`src/rtl/shift_cmd_sequencer.sv`:
```
// shift_cmd_sequencer
// Queues LOAD / SHL-by-N / SHR-by-N / NOP commands from a valid/ready port.
// Each command is replayed as one-per-clock strobes on ld/sl/sr/d_in for the
// 4-bit shift stage. done pulses once for every retired command.
//
// Configuration macro: SHIFT_SEQ_FIFO_EN
//   defined   : FIFO_DEPTH-entry command FIFO in front of the FSM.
//   undefined : no FIFO. Commands load straight into the FSM, cmd_ready is
//               high only in IDLE, and level is tied to 0.
//
// Ports
//   clk, reset        clock (rising edge), async active-low reset
//   cmd_valid/ready   command handshake (cmd_ready is combinational)
//   cmd_op            00 NOP, 01 LOAD, 10 SHL, 11 SHR
//   cmd_arg           LOAD data or shift count
//   ld, sl, sr        single-cycle strobes to the shift stage
//   d_in              load data, valid while ld=1, else 0
//   busy              FSM not IDLE or FIFO non-empty
//   done              one-cycle pulse per retired command
//   level             FIFO occupancy
module shift_cmd_sequencer #(
   parameter int unsigned FIFO_DEPTH = 4,
   parameter int unsigned DATA_W     = 4
) (
   input  logic                        clk,
   input  logic                        reset,
   input  logic                        cmd_valid,
   output logic                        cmd_ready,
   input  logic [1:0]                  cmd_op,
   input  logic [DATA_W-1:0]           cmd_arg,
   output logic                        ld,
   output logic                        sl,
   output logic                        sr,
   output logic [DATA_W-1:0]           d_in,
   output logic                        busy,
   output logic                        done,
   output logic [$clog2(FIFO_DEPTH):0] level
);

   localparam int unsigned LVL_W = $clog2(FIFO_DEPTH) + 1;

   localparam logic [1:0] OP_NOP  = 2'b00;
   localparam logic [1:0] OP_LOAD = 2'b01;
   localparam logic [1:0] OP_SHL  = 2'b10;
   localparam logic [1:0] OP_SHR  = 2'b11;

   typedef enum logic [1:0] {
      S_IDLE   = 2'b00,
      S_EXEC   = 2'b01,
      S_RETIRE = 2'b10
   } state_t;

   state_t            state;
   logic [DATA_W-1:0] cnt;
   logic              pend_done;

   // Command source seen by the FSM: FIFO head, or the input port directly
   logic              src_valid;
   logic [1:0]        src_op;
   logic [DATA_W-1:0] src_arg;
   logic [LVL_W-1:0]  level_nxt;

   logic              can_take;
   logic              take;
   logic              src_zero;
   logic              idle_nxt;

`ifdef SHIFT_SEQ_FIFO_EN
   localparam int unsigned AW = $clog2(FIFO_DEPTH);

   logic [1:0]        mem_op  [FIFO_DEPTH];
   logic [DATA_W-1:0] mem_arg [FIFO_DEPTH];
   logic [AW-1:0]     wr_ptr;
   logic [AW-1:0]     rd_ptr;
   logic              push;

   assign cmd_ready = (level != LVL_W'(FIFO_DEPTH));
   assign push      = cmd_valid && cmd_ready;
   assign src_valid = (level != '0);
   assign src_op    = mem_op[rd_ptr];
   assign src_arg   = mem_arg[rd_ptr];

   // Occupancy after this edge; push+pop together leaves it unchanged
   always_comb begin
      level_nxt = level;
      if (push && !take) begin
         level_nxt = level + LVL_W'(1);
      end else if (!push && take) begin
         level_nxt = level - LVL_W'(1);
      end
   end

   // Pointers and occupancy; depth is a power of two so pointers wrap freely
   always_ff @(posedge clk or negedge reset) begin
      if (!reset) begin
         wr_ptr <= '0;
         rd_ptr <= '0;
         level  <= '0;
      end else begin
         if (push) begin
            wr_ptr <= wr_ptr + AW'(1);
         end
         if (take) begin
            rd_ptr <= rd_ptr + AW'(1);
         end
         level <= level_nxt;
      end
   end

   // Storage needs no reset: entries are only read when level says so
   always_ff @(posedge clk) begin
      if (push) begin
         mem_op[wr_ptr]  <= cmd_op;
         mem_arg[wr_ptr] <= cmd_arg;
      end
   end
`else
   assign cmd_ready = (state == S_IDLE);
   assign src_valid = cmd_valid && cmd_ready;
   assign src_op    = cmd_op;
   assign src_arg   = cmd_arg;
   assign level     = '0;
   assign level_nxt = '0;
`endif

   // The FSM can accept a command from IDLE, RETIRE, or on the last strobe
   assign can_take = (state == S_IDLE) || (state == S_RETIRE) ||
                     ((state == S_EXEC) && (cnt == DATA_W'(1)));
   assign take     = can_take && src_valid;
   assign src_zero = (src_op == OP_NOP) ||
                     ((src_op != OP_LOAD) && (src_arg == '0));
   assign idle_nxt = !take && ((state == S_IDLE) || (state == S_RETIRE));

   // Sequencer FSM. The first strobe of a command is registered on the same
   // edge that pops it, so cnt counts strobes still to run including the
   // current one. Strobe-less commands park in RETIRE with pend_done set and
   // pulse done on the way out.
   always_ff @(posedge clk or negedge reset) begin
      if (!reset) begin
         state     <= S_IDLE;
         cnt       <= '0;
         pend_done <= 1'b0;
         ld        <= 1'b0;
         sl        <= 1'b0;
         sr        <= 1'b0;
         d_in      <= '0;
         done      <= 1'b0;
         busy      <= 1'b0;
      end else begin
         ld   <= 1'b0;
         sl   <= 1'b0;
         sr   <= 1'b0;
         d_in <= '0;
         done <= 1'b0;

         case (state)
            S_IDLE: begin
            end
            S_EXEC: begin
               if (cnt == DATA_W'(1)) begin
                  done <= 1'b1;
                  if (!take) begin
                     state <= S_RETIRE;
                  end
               end else begin
                  cnt  <= cnt - DATA_W'(1);
                  ld   <= ld;
                  sl   <= sl;
                  sr   <= sr;
                  d_in <= d_in;
               end
            end
            S_RETIRE: begin
               done      <= pend_done;
               pend_done <= 1'b0;
               if (!take) begin
                  state <= S_IDLE;
               end
            end
            default: begin
               state <= S_IDLE;
            end
         endcase

         if (take) begin
            if (src_zero) begin
               state     <= S_RETIRE;
               pend_done <= 1'b1;
            end else begin
               state <= S_EXEC;
               case (src_op)
                  OP_LOAD: begin
                     cnt  <= DATA_W'(1);
                     ld   <= 1'b1;
                     d_in <= src_arg;
                  end
                  OP_SHL: begin
                     cnt <= src_arg;
                     sl  <= 1'b1;
                  end
                  OP_SHR: begin
                     cnt <= src_arg;
                     sr  <= 1'b1;
                  end
                  default: begin
                     cnt <= DATA_W'(1);
                  end
               endcase
            end
         end

         busy <= !(idle_nxt && (level_nxt == '0));
      end
   end

endmodule
```
`config.mk`:
```
export PLATFORM = sky130hd
export DESIGN_NAME = shift_cmd_sequencer
export DESIGN_NICKNAME = d
export VERILOG_FILES = /design/src/rtl/shift_cmd_sequencer.sv
export SDC_FILE = /design/constraint.sdc
export NUM_CORES = 1
export LEC_CHECK = 0
export CAP_MARGIN = 30
export CORE_MARGIN = 3
export CORE_UTILIZATION = 51
export CTS_CLUSTER_SIZE = 8
export DETAILED_ROUTE_END_ITERATION = 16
export PLACE_DENSITY = 0.84
export SLEW_MARGIN = 20
export SYNTH_ARGS = -nofsm -noshare
export SYNTH_HDL_FRONTEND = slang
export SYNTH_SLANG_ARGS = --single-unit
```
`constraint.sdc`:
```
create_clock -name clk -period 3.5 [get_ports clk]
set_input_delay 1.05 -clock clk [delete_from_list [all_inputs] [get_ports clk]]
set_output_delay 1.05 -clock clk [all_outputs]
set_load 0.05 [all_outputs]
```
==> results.yml <==
status:
  status: "completed"
timing:
  maxSlewViolCount: 0
  timing_hold_violations_final: 0
  slew_headroom: 0.532
  layout_min_cycle_time_ns: 3.04
  setup-violations-final: 0
  rsz0062_at_grt: "no"
  period_share: 0.867
  tns_ns: 0
  clock.fmax_ghz: 0.329
  tightest_slew_ns: 0.699
  skew_ns: 0.00310
routing:
  wl_per_cell_um: 15.3
  ant_nets: 0
  wirelength_mm: 1.86
  drt-vias-per-instance: 5.57
  first_iter_violations: 19
  drc_errors: 0
  vias: 679
  dr.pass1.iters: 4
worst_setup_path:
  path_cells: "inv_1 > ha_1 > clkdlybuf4s50_1"
  cp.arrival_ns: 1.99
  required_ns: 2.45
  cp-start-kind: "flip-flop"
  slowest_stage: "clkdlybuf4s50_1"
  crit_path_max_fanout: 8
  r2r_slack_ns: 1.76
  r2r-end: "state[0]"
  ff2ff_path_depth: 5
  reg2reg_from: "state[1]"
  max_stage_delay_ns: 0.86
  crit_type: "flip-flop to output pin"
  cp-end-kind: "output pin"
power:
  power.density_nw_per_um2: 726
  power.leakage_nw: 0.518
  peakVddDrop_uv: 610
min_path:
  worstHoldStart: "ld"
  holdPathStages: 1
  worstHoldEndpoint: "ld"
  hp-class: "flip-flop to flip-flop"
grt:
  grt-ovfl-total: 0
  first_global_vias: 657
  top_usage_layer: "met2"
  antenna_found_initial: 0
  grt_pass1_wl_mm: 2.98
  grt_max_degree: 17
  globalRouteMet3Util: 0.0338
  grt_util_met1: 0.231
  grt_usage: 0.195
  grtUsageMet2: 0.343
clocking:
  numCtsBuffers: 3
  cts_max_level: 1
  cts.sink_count: 16
  path_clk_slew_ns: 0.09
  cts_buffer_depth: 2
  cts_root_buf: "clkbuf_4"
  cts.repair.resized: 0
  cts_setup_buffers: 0
  clock_latency_ns: 0.29
  hold_buffers: 0
  cts_tree: "built"
placement:
  place_hpwl_mm: 1.47
  place.gp.congestion: 0.756
  numPortBuffers: 18
  dp.cells: 118
finish:
  final_cell_mix: "18 x clkdlybuf4s50_1, 16 x dfrtp_1, 10 x nand2_1, 9 x inv_1, 6 x ha_1"
  diodes: 0
  reg_top3: "cnt x4, d_in x4, state x2"
  fin_nets: 122
  drive_gt1_frac: 0.104
  final_core_util: 0.703
  fillers: 116
  final_common_cell: "clkdlybuf4s50_1"
  area_delta_synth_final_pct: 24.3
  finalNonFillerCells: 122
synth:
  netlist_area_um2: 892
  yosysTopAreaCell: "dfrtp_1"
  synth_top_area_frac: 0.449
  synth_cell_types: 36
  ys_seq_area_frac: 0.449
  ys_warn_count: 0
  synthTopCellsByArea: "dfrtp_1 45%, ha_1 8.4%, nand2_1 4.2%, inv_1 3.8%, mux2i_1 3.4%"
  synth_area_per_cell_um2: 10.4
  syn_inst: 86
  yosys_register_bits: 16
floorplanning:
  rows: 14
  die_w_um: 47.8
  core_um2: 1580
  dieHeight_um: 47.8
  io_pins: 22
  initial_core_util: 0.566
  dieArea_um2: 2290
run:
  cap_violations: 0
power by group:
| part | internal [W] | switching (W) | leakage, nW |
|---|---|---|---|
| Clock | 0.0000635 | 0.0000589 | 0.0210 |
| Sequential | 0.000237 | 0.0000357 | 0.208 |
| Combinational | 0.000165 | 0.000245 | 0.289 |
| Total | 0.000466 | 0.000340 | 0.518 |
per-stage QoR:
stage / cell area [µm²] / hold slack (ns) / total power, W / worst slack [ns]
floorplan: 900 / 0.497 / 0.000577 / 1.44
global placement: 1070 / 0.462 / 0.000677 / 0.823
detailed placement: 1070 / 0.466 / 0.000686 / 0.797
CTS: 1110 / 0.487 / 0.000810 / 0.466
global route: 1110 / 0.500 / 0.000862 / 0.361
finish: 1110 / 0.486 / 0.000805 / 0.464
worst max-delay path by stage:
stage	start	slack (ns)	endpoint
4_1_cts	state[1]	0.47	cmd_ready
5_1_grt	state[1]	0.36	cmd_ready
3_3_place_gp	state[1]	0.82	cmd_ready
3_5_place_dp	state[1]	0.80	cmd_ready
6_report	state[1]	0.46	cmd_ready
2_1_floorplan	state[1]	1.44	cmd_ready
synth_stat cells:
library cell  count
dfrtp_1          16
nand2_1          10
inv_1             9
ha_1              6
buf_4             3
mux2i_1           3
nor2_1            3
o21ai_0           3
a21o_1            2
a21oi_1           2
a22o_1            2
nor3_1            2
o22ai_1           2
a21boi_0          1
a21oi_2           1
a31o_2            1
a41o_1            1
and2_2            1
and3_1            1
and4b_1           1
buf_2             1
conb_1            1
mux2_2            1
nand3_1           1
nand4b_1          1
nor2b_1           1
nor4b_1           1
o2111ai_1         1
o211ai_1          1
o21ai_1           1
o2bb2ai_1         1
o32a_1            1
o41ai_4           1
or2_2             1
or3b_4            1
xnor2_1           1
area by class of cell:
type                    instances  area (µm²)  share of cell area
well taps                      16        20.0              0.0181
multi-input cells              59         438               0.395
clock buffers                   4        36.3              0.0327
repair buffers                 18         180               0.163
flip-flops and latches         16         400               0.361
inverters                       9        33.8              0.0305
layer usage:
| metal | wire [µm] | part of all wire | vias up |
|---|---|---|---|
| met1 | 757 | 0.41 | 306 |
| met3 | 124 | 0.067 | 5 |
| li1 | - | - | 337 |
| met5 | 0 | 0 | - |
| met4 | 37 | 0.020 | 0 |
| met2 | 943 | 0.51 | 31 |
logic make-up (layout without fill, tap and decap cells):
| logic type | Yosys count | in the layout | share of synthesized area |
|---|---|---|---|
| simple gates | 24 | 24 | 0.144 |
| compound gates | 21 | 21 | 0.194 |
| flops | 16 | 16 | 0.449 |
| buf+inv | 13 | 31 | 0.0687 |
| fa+ha+maj | 6 | 6 | 0.0841 |
| mux | 4 | 4 | 0.0463 |
| other cells | 1 | 3 | 0.00420 |
| xor+xnor | 1 | 1 | 0.00982 |
worst max-delay path: cells and delay by family, from the launching register on:
kind,cells,cell delay [ns]
adder cells (fa/ha/maj),1,0.32
buffers and inverters,2,0.98
flip-flops,1,0.39
Power figures use the tool's default switching activity.
